==> src/rtl/lfsr_pkg.sv <==
// Shared constants and elaboration helpers for the LFSR random source.
// Tap masks are Fibonacci (shift-left) masks of primitive polynomials.
package lfsr_pkg;

  localparam int unsigned MIN_W         = 4;
  localparam int unsigned MAX_W         = 32;
  localparam int unsigned MAX_NCH       = 8;
  localparam int unsigned PERM_STEP_DEF = 7;

  typedef enum logic [1:0] {
    OP_HOLD = 2'd0,
    OP_STEP = 2'd1,
    OP_LOAD = 2'd2
  } lfsr_op_e;

  function automatic logic [31:0] default_taps(
    input int unsigned w
  );
    logic [31:0] t;
    t = 32'h0;
    unique case (w)
      4:  t = 32'h0000_000C;
      5:  t = 32'h0000_0014;
      6:  t = 32'h0000_0030;
      7:  t = 32'h0000_0060;
      8:  t = 32'h0000_00B8;
      9:  t = 32'h0000_0110;
      10: t = 32'h0000_0240;
      11: t = 32'h0000_0500;
      12: t = 32'h0000_0829;
      13: t = 32'h0000_100D;
      14: t = 32'h0000_2015;
      15: t = 32'h0000_6000;
      16: t = 32'h0000_8016;
      17: t = 32'h0001_2000;
      18: t = 32'h0002_0400;
      19: t = 32'h0004_0023;
      20: t = 32'h0009_0000;
      21: t = 32'h0014_0000;
      22: t = 32'h0030_0000;
      23: t = 32'h0042_0000;
      24: t = 32'h00E1_0000;
      25: t = 32'h0120_0000;
      26: t = 32'h0200_0023;
      27: t = 32'h0400_0013;
      28: t = 32'h0900_0000;
      29: t = 32'h1400_0000;
      30: t = 32'h2000_0029;
      31: t = 32'h4800_0000;
      32: t = 32'h8020_0003;
      default: t = 32'h0;
    endcase
    return t;
  endfunction

  function automatic int unsigned gcd(
    input int unsigned a,
    input int unsigned b
  );
    int unsigned x;
    int unsigned y;
    int unsigned r;
    x = a;
    y = b;
    while (y != 0) begin
      r = x % y;
      x = y;
      y = r;
    end
    return x;
  endfunction

  function automatic bit perm_ok(
    input int unsigned step,
    input int unsigned w
  );
    return ((step % 2) == 1) && (gcd(step, w) == 1);
  endfunction

  function automatic int unsigned perm_idx(
    input int unsigned c,
    input int unsigned k,
    input int unsigned step,
    input int unsigned w
  );
    return (c + k * step) % w;
  endfunction

endpackage

==> src/rtl/lfsr_core.sv <==
// Fibonacci LFSR state with seed load, zero-seed fixup and wrap detect.
// A zero seed would lock the register, so it is replaced by 1.
module lfsr_core
  import lfsr_pkg::*;
#(
  parameter int unsigned      WIDTH    = 16,
  parameter logic [WIDTH-1:0] TAP_MASK = WIDTH'(default_taps(WIDTH))
) (
  input  logic             clk_i,
  input  logic             rst_i,
  input  logic             en_i,
  input  logic             seed_ld_i,
  input  logic [WIDTH-1:0] seed_i,
  output lfsr_op_e         op_o,
  output logic [WIDTH-1:0] state_o,
  output logic             wrap_o,
  output logic             lockup_o
);

  lfsr_op_e         op;
  logic             load;
  logic             seed_zero;
  logic [WIDTH-1:0] seed_fix;
  logic [WIDTH-1:0] step_val;
  logic             fb;

  logic [WIDTH-1:0] d_q;
  logic [WIDTH-1:0] d_d;
  logic [WIDTH-1:0] seed_q;
  logic [WIDTH-1:0] seed_d;
  logic             wrap_q;
  logic             wrap_d;
  logic             lock_q;
  logic             lock_d;

  assign load      = rst_i | seed_ld_i;
  assign seed_zero = (seed_i == '0);
  assign seed_fix  = seed_zero ? WIDTH'(1) : seed_i;
  assign fb        = ^(d_q & TAP_MASK);
  assign step_val  = {d_q[WIDTH-2:0], fb};

  always_comb begin
    op = OP_HOLD;
    unique case (1'b1)
      load:          op = OP_LOAD;
      en_i && !load: op = OP_STEP;
      default:       op = OP_HOLD;
    endcase
  end

  always_comb begin
    d_d    = d_q;
    seed_d = seed_q;
    wrap_d = 1'b0;
    lock_d = 1'b0;
    unique case (op)
      OP_LOAD: begin
        d_d    = seed_fix;
        seed_d = seed_fix;
        lock_d = seed_zero;
      end
      OP_STEP: begin
        d_d    = step_val;
        wrap_d = (step_val == seed_q);
      end
      default: ;
    endcase
  end

  always_ff @(posedge clk_i) begin
    d_q    <= d_d;
    seed_q <= seed_d;
    wrap_q <= wrap_d;
    lock_q <= lock_d;
  end

  assign op_o     = op;
  assign state_o  = d_q;
  assign wrap_o   = wrap_q;
  assign lockup_o = lock_q;

endmodule

==> src/rtl/lfsr_sng_multi.sv <==
// Multi-channel LFSR random source with per-channel stochastic bits.
// Channels pick state bits with a stride so they stay decorrelated.
module lfsr_sng_multi
  import lfsr_pkg::*;
#(
  parameter int unsigned      WIDTH     = 16,
  parameter logic [WIDTH-1:0] TAP_MASK  = WIDTH'(default_taps(WIDTH)),
  parameter int unsigned      NCH       = 2,
  parameter int unsigned      OUT_W     = 8,
  parameter int unsigned      PERM_STEP = PERM_STEP_DEF
) (
  input  logic                 TRIG,
  input  logic                 RESET,
  input  logic                 EN,
  input  logic                 SEED_LD,
  input  logic [WIDTH-1:0]     SEED,
  input  logic [NCH*OUT_W-1:0] PROB,
  output logic [NCH*OUT_W-1:0] RND,
  output logic [NCH-1:0]       SBIT,
  output logic                 SBIT_VALID,
  output logic                 WRAP,
  output logic                 LOCKUP
);

  if (WIDTH < MIN_W || WIDTH > MAX_W) begin : g_bad_width
    $error("WIDTH out of range");
  end
  if (NCH < 1 || NCH > MAX_NCH) begin : g_bad_nch
    $error("NCH out of range");
  end
  if (OUT_W < 1 || OUT_W > WIDTH) begin : g_bad_outw
    $error("OUT_W must not exceed WIDTH");
  end
  if (!perm_ok(PERM_STEP, WIDTH)) begin : g_bad_perm
    $error("PERM_STEP must be odd and coprime with WIDTH");
  end

  lfsr_op_e         op;
  logic [WIDTH-1:0] state;
  logic [NCH-1:0]   hit;

  logic [NCH-1:0]   sbit_q;
  logic [NCH-1:0]   sbit_d;
  logic             valid_q;
  logic             valid_d;

  lfsr_core #(
    .WIDTH    (WIDTH),
    .TAP_MASK (TAP_MASK)
  ) u_core (
    .clk_i     (TRIG),
    .rst_i     (RESET),
    .en_i      (EN),
    .seed_ld_i (SEED_LD),
    .seed_i    (SEED),
    .op_o      (op),
    .state_o   (state),
    .wrap_o    (WRAP),
    .lockup_o  (LOCKUP)
  );

  for (genvar c = 0; c < NCH; c++) begin : g_ch
    for (genvar k = 0; k < OUT_W; k++) begin : g_bit
      localparam int unsigned IDX =
        perm_idx(c, k, PERM_STEP, WIDTH);
      assign RND[c*OUT_W+k] = state[IDX];
    end
    // compare uses the pre-step state, so SBIT lags RND by one step
    assign hit[c] =
      RND[c*OUT_W +: OUT_W] < PROB[c*OUT_W +: OUT_W];
  end

  always_comb begin
    sbit_d  = sbit_q;
    valid_d = 1'b0;
    unique case (op)
      OP_LOAD: sbit_d = '0;
      OP_STEP: begin
        sbit_d  = hit;
        valid_d = 1'b1;
      end
      default: ;
    endcase
  end

  always_ff @(posedge TRIG) begin
    sbit_q  <= sbit_d;
    valid_q <= valid_d;
  end

  assign SBIT       = sbit_q;
  assign SBIT_VALID = valid_q;

endmodule

==> config.mk <==
export PLATFORM = sky130hd
export DESIGN_NAME = lfsr_sng_multi
export DESIGN_NICKNAME = d
export VERILOG_FILES = /design/src/rtl/lfsr_pkg.sv /design/src/rtl/lfsr_core.sv /design/src/rtl/lfsr_sng_multi.sv
export SDC_FILE = /design/constraint.sdc
export NUM_CORES = 1
export LEC_CHECK = 0
export CAP_MARGIN = 15
export CORE_UTILIZATION = 40
export CTS_CLUSTER_DIAMETER = 200
export DETAILED_ROUTE_END_ITERATION = 8
export PLACE_DENSITY_LB_ADDON = 0.05
export SLEW_MARGIN = 20
export SYNTH_ARGS = -nofsm -noshare
export SYNTH_HDL_FRONTEND = slang
export SYNTH_SLANG_ARGS = --single-unit
==> constraint.sdc <==
create_clock -name TRIG -period 1.71 [get_ports TRIG]
set_input_delay 0.2565 -clock TRIG [delete_from_list [all_inputs] [get_ports TRIG]]
set_output_delay 0.2565 -clock TRIG [all_outputs]
set_load 0.01 [all_outputs]
Word level (Yosys, flattened, before mapping)
Index checks and enable logic that the tools add are counted.
Operators by class
  $lt $le $gt $ge: 2
  eq/ne operators: 3
  multiplexer cells: 5
  bitwise gates (word level): 1
  reductions and logical operators: 5
Operators with widths (number)
  16-bit case mux with 2 select lines: 1
  16-bit equality test: 1
  16-bit zero test: 1
  8-bit < comparator: 2
  16-bit 2-to-1 mux: 1
  16-bit parity: 1
  2-bit case mux with 2 select lines: 2
  2-bit by 1-bit equality test with 1-bit output (second input constant): 1
  2-bit equality test (second input constant): 1
  2-bit nonzero test: 1
  1-bit logical AND: 1
  1-bit zero test: 1
  1-bit 2-to-1 mux: 1
  1-bit bitwise OR: 1
Word-level totals
  bits in registers: 37
  bits of input ports: 36
  output and inout bits: 21
  word-level logic and storage cells: 22

Longest topological paths before layout
Gate-level depths: netlist of run 1.
  word-level depth: 6
  depth in mapped cells: 6
  mapped depth without buffers: 6

By module
A second synthesis of run 1 with hierarchy kept.
Second synthesis, totals
  cell total of the unflattened synthesis: 155
  area, all modules: 2055.7 µm²
Modules (own cells, without submodules)
  lfsr_core: instances 1, cells an instance 104, area each 1575.3 µm², seq. area each 1001.0 µm²
  lfsr_sng_multi: instances 1, cells an instance 51, area each 480.5 µm², seq. area each 80.1 µm²

Worst setup path after synthesis of run 1
No wires, ideal clock.
  kind: register to register
  start: register u_core.d_q[14], in the netlist u_core.state_o[14]
  end: register sbit_q[0], in the netlist SBIT[0], data pin
  setup time: 0.152 ns
  arrival: 1.278 ns
  required time: 1.558 ns
  slack: 0.280 ns
  cell stages (with the launch flop): 6
  buffers on the path: 0
  period minus slack after synthesis: 1.430 ns
  path through: edfxtp_1 -> ha_1 -> a21oi_1 -> o21ai_0 -> a41o_1 -> a31oi_1
Between the ends
  longest elaborated chain between the ends: 2
Ends and longest elaborated chain
  from (decl): RTL line lfsr_core.sv:27  | logic [WIDTH-1:0] d_q;
  from (signal assigned): RTL line lfsr_core.sv:71  | d_q <= d_d;
  8-bit < comparator: RTL line lfsr_sng_multi.sv:70  | RND[c*OUT_W +: OUT_W] < PROB[c*OUT_W +: OUT_W];
  2-bit case mux with 2 select lines: RTL line lfsr_sng_multi.sv:76  | unique case (op)
  to (signal assigned): RTL line lfsr_sng_multi.sv:87  | sbit_q <= sbit_d;
  to (decl): RTL line lfsr_sng_multi.sv:42  | logic [NCH-1:0] sbit_q;
No other way between the ends.
A chain may end at the register's enable or synchronous reset.

Worst setup path in the final report of run 1
  start: register u_core.d_q[6], in the netlist u_core.state_o[6]
  end: output RND[11]
RTL lines
  to (decl): RTL line lfsr_sng_multi.sv:18  | output logic [NCH*OUT_W-1:0] RND,
No word-level cell between the ends.

==> results of run 1 <==
## logic make-up (layout without fill, tap and decap cells)
family,count (synthesis),after routing,synth area share
fa+ha+maj,14,14,0.08470
mux,16,16,0.08711
buf+inv,48,94,0.1198
simple gates,24,24,0.06655
flops,37,37,0.5227
xor+xnor,19,19,0.08046
compound gates,12,12,0.03872
## synthesized netlist by cell type
cell / instances / area (um^2)
a211o_1: 2 / 17.52
a21oi_1: 4 / 20.02
a31oi_1: 2 / 12.51
a41o_1: 2 / 20.02
and2b_2: 1 / 8.760
and4_1: 1 / 8.760
buf_4: 16 / 120.1
buf_6: 1 / 11.26
clkbuf_1: 15 / 56.30
dfxtp_1: 3 / 60.06
edfxtp_1: 34 / 1021
ha_1: 14 / 175.2
inv_1: 16 / 60.06
mux2_2: 16 / 180.2
nand2_1: 4 / 15.01
nand2_2: 1 / 6.260
nand2b_1: 1 / 6.260
nand3_1: 2 / 10.01
nand4_1: 4 / 25.02
nor2_1: 2 / 7.510
nor2_2: 1 / 6.260
nor2b_1: 1 / 6.260
nor4_1: 5 / 31.28
o21ai_0: 2 / 10.01
or3_1: 1 / 6.260
xnor2_1: 16 / 140.1
xor2_1: 3 / 26.28
## area by class of cell
cell class                 count  share of cell area
tap                           67             0.03013
multi-input combinational     85              0.2657
sequential                    37              0.3885
inverter                      16             0.02158
timing repair buffer          70              0.2527
clock buffer                   5             0.02473
clock inverter                 3             0.01664
## timing repair
action | in CTS | in global routing
endpoints found under the hold margin | 0 | 0
setup endpoints to repair | 0 | 2
setup buffers | 0 | 3
## path summary, 6_finish.rpt
path,startpoint,slack [ns],cells after the start,end
max,u_core.state_o[6],0.05,1,RND[11]
min,SEED[10],0.57,1,u_core.seed_q[10]
max reg2reg,u_core.state_o[8],0.16,5,SBIT[1]
min reg2reg,u_core.state_o[9],0.63,1,u_core.state_o[10]
## report_power, final
group | internal [mW] | switching [mW] | leakage (nW)
Combinational | 0.289 | 0.183 | 0.681
Sequential | 1.07 | 0.0627 | 0.377
Clock | 0.436 | 0.324 | 0.0543
## flip-flops by register name (all words and copies together) (netlist names)
signal and flops:
u_core.seed_q 16, u_core.state_o 16, SBIT 2, SBIT_VALID 1
u_core.lockup_o 1, u_core.wrap_o 1
## metrics by stage
stage	std cells	instance area (um^2)	hold WS, ns
after detailed placement	272	2645	0.6143
final	283	2783	0.5741
after global placement	272	2645	0.6064
after global routing	283	2783	0.5807
after CTS	280	2760	0.5707
after floorplan	170	2068	0.3813
## worst register-to-register path, stage by stage (launching register included)
cell and delay [ns]:
edfxtp_1 0.51, ha_1 0.33, nand2_1 0.04, o21ai_0 0.15
a41o_1 0.19, a31oi_1 0.08
## metal layers
metal,global-route usage,share of wire,vias to the layer above
met1,0.2142,0.46,625
met5,0,0,-
met4,0.05128,0.0079,0
met2,0.2727,0.49,39
met3,0.04664,0.047,5
li1,-,-,659
==> flow_metrics.env, run 1 <==
export IMPL_max_freq_mhz=602.8
export IMPL_vias_per_cell=4.693
export IMPL_crit_type="flip-flop to primary output"
export IMPL_final_util=0.5739
export IMPL_drive_above_1_share=0.1898
export IMPL_clockBufferDepth=2
export IMPL_antenna_found_initial=0
export IMPL_dieArea_um2=5462
export IMPL_cts_tree="yes"
export IMPL_cp_arrival_ns=1.40
export IMPL_die_h_um=73.91
export IMPL_tightest_slew_ns=0.3700
export IMPL_totalPowerFinal_mw=2.368
export IMPL_path_cells="clkdlybuf4s50_1"
export IMPL_multi_input_area_um2=739.5
export IMPL_grt_overflow_total=0
export IMPL_layout_common_cells="clkdlybuf4s50_1 (56), edfxtp_1 (34), inv_1 (16), mux2_2 (16), xnor2_1 (16)"
export IMPL_required_ns=1.45
export IMPL_vias=1328
export IMPL_nNetsFinal=265
export IMPL_wl_per_cell_um=15.12
export IMPL_ir_drop_mv=0.4608
export IMPL_layout_commonest_cell="clkdlybuf4s50_1"
export IMPL_drtIter0Drc=32
export IMPL_worstHoldPathType="input port to flip-flop"
export IMPL_syn_area_per_cell_um2=12.17
export IMPL_clkTransAtPathRegs_ns=0.08
export IMPL_seq_area_um2=1081
export IMPL_tns_ns=0
export IMPL_slew_violations=0
export IMPL_globalplace_congestion=0.7517
export IMPL_first_pass_iters=4
export IMPL_drc=0
export IMPL_n_antenna_cell=0
export IMPL_clockRootBuffer="clkbuf_8"
export IMPL_final_fill_count=420
export IMPL_power_density_nw_per_um2=851.0
export IMPL_syn2layout_area_growth_pct=34.54
export IMPL_final_period_utilization=0.9701
export IMPL_cts_htree_levels=2
export IMPL_end_kind="primary output"
export IMPL_hold_viol=0
export IMPL_status="finished clean"
export IMPL_start_util=0.4266
export IMPL_core_region_area_um2=4848
export IMPL_worstSetupStartpointType="flip-flop"
export IMPL_synthesis_area_um2=2068
export IMPL_yosys_cell_types_count=27
export IMPL_pre_cts_ws_ns=-0.1922
export IMPL_rsz0062_at_grt="false"
export IMPL_cp_slowest_cell="clkdlybuf4s50_1"
export IMPL_maxCapViolCount=0
export IMPL_layout_min_cycle_time_ns=1.659
export IMPL_relSlewSlack=0.7510
export IMPL_grt_total_usage=0.1666
export IMPL_cp_num_buf_inv=1
export IMPL_path_delay_family="buffers and inverters"
export IMPL_hold_buffers=0
export IMPL_setup_viol=0
export IMPL_io_buffers=56
export IMPL_slowest_delay_ns=0.60
export IMPL_path_max_fanout=4
export IMPL_postRouteAntennaNets=0
export IMPL_ys_seq_elements=37
export IMPL_grt_max_degree=19
export IMPL_cts_buffers=5
export IMPL_dp_hpwl_mm=3.329
export IMPL_totalWireLength_mm=4.279
export IMPL_fin_ws_ns=0.05107
export IMPL_clk_latency_ns=0.29
export IMPL_synth_warnings=0
export IMPL_die_w_um=73.91
export IMPL_ioPinCount=57
export IMPL_synth_cells=170
export IMPL_power_leakage_nw=1.112
export IMPL_syn_nets=220
export IMPL_cts_sinks=37
export IMPL_num_rows=25
export IMPL_finalClockSkew_ns=0.008066
export IMPL_grt_pass1_wl_mm=6.403
export IMPL_grt_pass1_vias=1284
export IMPL_ys_seq_area_frac=0.5227
export IMPL_cts_resized=0
(Power assumes the default switching activity.)
==> run 2: changes to the inputs <==
Clock period 1.71 ns to 1.6 ns, I/O delays scaled along.
==> run 2 against run 1 <==
  * Critical path depth stayed put
  * Combinational power is 21% higher
  * Total power is 8.8% higher
  * Largest power group unchanged
==> flow_metrics.env, run 2 (synthesis gave the netlist of run 1 again) <==
export IMPL_status="finished clean"
export IMPL_crit_path_start="u_core.state_o[10]"
export IMPL_regToRegSetupSlack_ns=0.08
export IMPL_relSlewSlack=0.7346
export IMPL_grt_max_degree=17
export IMPL_power_leakage_nw=1.215
export IMPL_path_delay_family="buffers and inverters"
export IMPL_grt_overflow_total=0
export IMPL_vias=1431
export IMPL_ioPinCount=57
export IMPL_cts_sinks=37
export IMPL_first_pass_iters=4
export IMPL_globalplace_congestion=0.7565
export IMPL_wl_per_cell_um=14.98
export IMPL_slew_violations=0
export IMPL_cp_slowest_cell="clkdlybuf4s50_1"
export IMPL_r2r_start="u_core.state_o[4]"
export IMPL_worstHoldPathType="input port to flip-flop"
export IMPL_power_density_nw_per_um2=881.5
export IMPL_vias_per_cell=4.754
export IMPL_tns_ns=0
export IMPL_grt_pass1_wl_mm=6.962
export IMPL_final_util=0.6028
export IMPL_r2r_end="SBIT[1]"
export IMPL_grt_total_usage=0.1789
export IMPL_layout_min_cycle_time_ns=1.554
export IMPL_layout_commonest_cell="clkdlybuf4s50_1"
export IMPL_hold_viol=0
export IMPL_maxCapViolCount=0
export IMPL_slowest_delay_ns=0.57
export IMPL_totalWireLength_mm=4.509
export IMPL_end_kind="primary output"
export IMPL_layout_common_cells="clkdlybuf4s50_1 (53), edfxtp_1 (34), buf_4 (29)"
export IMPL_tightest_slew_ns=0.3945
export IMPL_die_w_um=73.91
export IMPL_start_util=0.4266
export IMPL_cts_tree="yes"
export IMPL_n_antenna_cell=0
export IMPL_holdWs_ns=0.5653
export IMPL_drtIter0Drc=37
export IMPL_ff2ff_path_depth=5
export IMPL_path_max_fanout=4
export IMPL_cp_depth=1
export IMPL_cts_htree_levels=2
export IMPL_critical_path_endpoint="RND[6]"
export IMPL_antenna_found_initial=0
export IMPL_clockBufferDepth=2
export IMPL_postRouteAntennaNets=0
export IMPL_worstSetupStartpointType="flip-flop"
export IMPL_clk_latency_ns=0.29
export IMPL_final_period_utilization=0.9710
export IMPL_grt_pass1_vias=1432
export IMPL_dp_hpwl_mm=3.548
export IMPL_finalClockSkew_ns=0.005531
export IMPL_die_h_um=73.91
export IMPL_required_ns=1.36
export IMPL_cts_buffers=5
export IMPL_ir_drop_mv=0.5350
export IMPL_drc=0
export IMPL_clkTransAtPathRegs_ns=0.08
export IMPL_cp_num_buf_inv=1
export IMPL_rsz0062_at_grt="true"
export IMPL_io_buffers=56
export IMPL_num_rows=25
export IMPL_cp_arrival_ns=1.31
export IMPL_setup_viol=0
export IMPL_fin_ws_ns=0.04642
export IMPL_clockRootBuffer="clkbuf_8"
export IMPL_pre_cts_ws_ns=-0.2841
export IMPL_dieArea_um2=5462
export IMPL_path_cells="clkdlybuf4s50_1"
export IMPL_crit_type="flip-flop to primary output"
export IMPL_nNetsFinal=283
export IMPL_core_region_area_um2=4848
export IMPL_drive_above_1_share=0.2521
export IMPL_syn2layout_area_growth_pct=41.32
export IMPL_max_freq_mhz=643.7
-- run 2: area by class of cell --
type	instances	area, um^2
fill	409	1926
clock inverter	3	41.29
clock buffer	5	68.82
sequential	37	1081
multi-input combinational	85	745.7
inverter	16	60.06
timing repair buffer	88	842.1
tap	67	83.83
-- run 2: worst min-delay path by stage --
stage,start,to,slack (ns),cells after the start
floorplan,RESET,u_core.lockup_o,0.36,2
global placement,u_core.state_o[9],u_core.state_o[10],0.61,1
detailed placement,u_core.state_o[9],u_core.state_o[10],0.63,1
CTS,SEED[9],u_core.seed_q[9],0.56,1
global route,SEED[9],u_core.seed_q[9],0.57,1
finish,SEED[10],u_core.seed_q[10],0.57,1
-- run 2: metrics by stage --
| step | area (um^2) | total power, mW | std cells |
|---|---|---|---|
| 6_report | 2923 | 2.576 | 301 |
| 3_5_place_dp | 2728 | 1.770 | 283 |
| 3_3_place_gp | 2728 | 1.757 | 283 |
| 5_1_grt | 2923 | 2.687 | 301 |
| 2_1_floorplan | 2068 | 1.511 | 170 |
| 4_1_cts | 2867 | 2.589 | 295 |
-- run 2: metal layers --
layer,up-vias,track usage,part of all wire
li1,700,-,-
met1,683,0.2248,0.45
met2,41,0.2960,0.49
met3,7,0.03841,0.042
met4,0,0.07906,0.018
met5,-,0,0
-- run 2: repair_timing --
action	in CTS	in global routing
endpoints found under the setup margin	5	8
buffers inserted	4	6
resized for setup	1	5
hold buffers	0	0
cloned	0	0
pin swaps	0	1
-- run 2: report_power, final --
group          leakage, nW  internal (mW)  switching (mW)
Sequential           0.377           1.15          0.0560
Clock               0.0518          0.459           0.342
Combinational        0.787          0.350           0.222
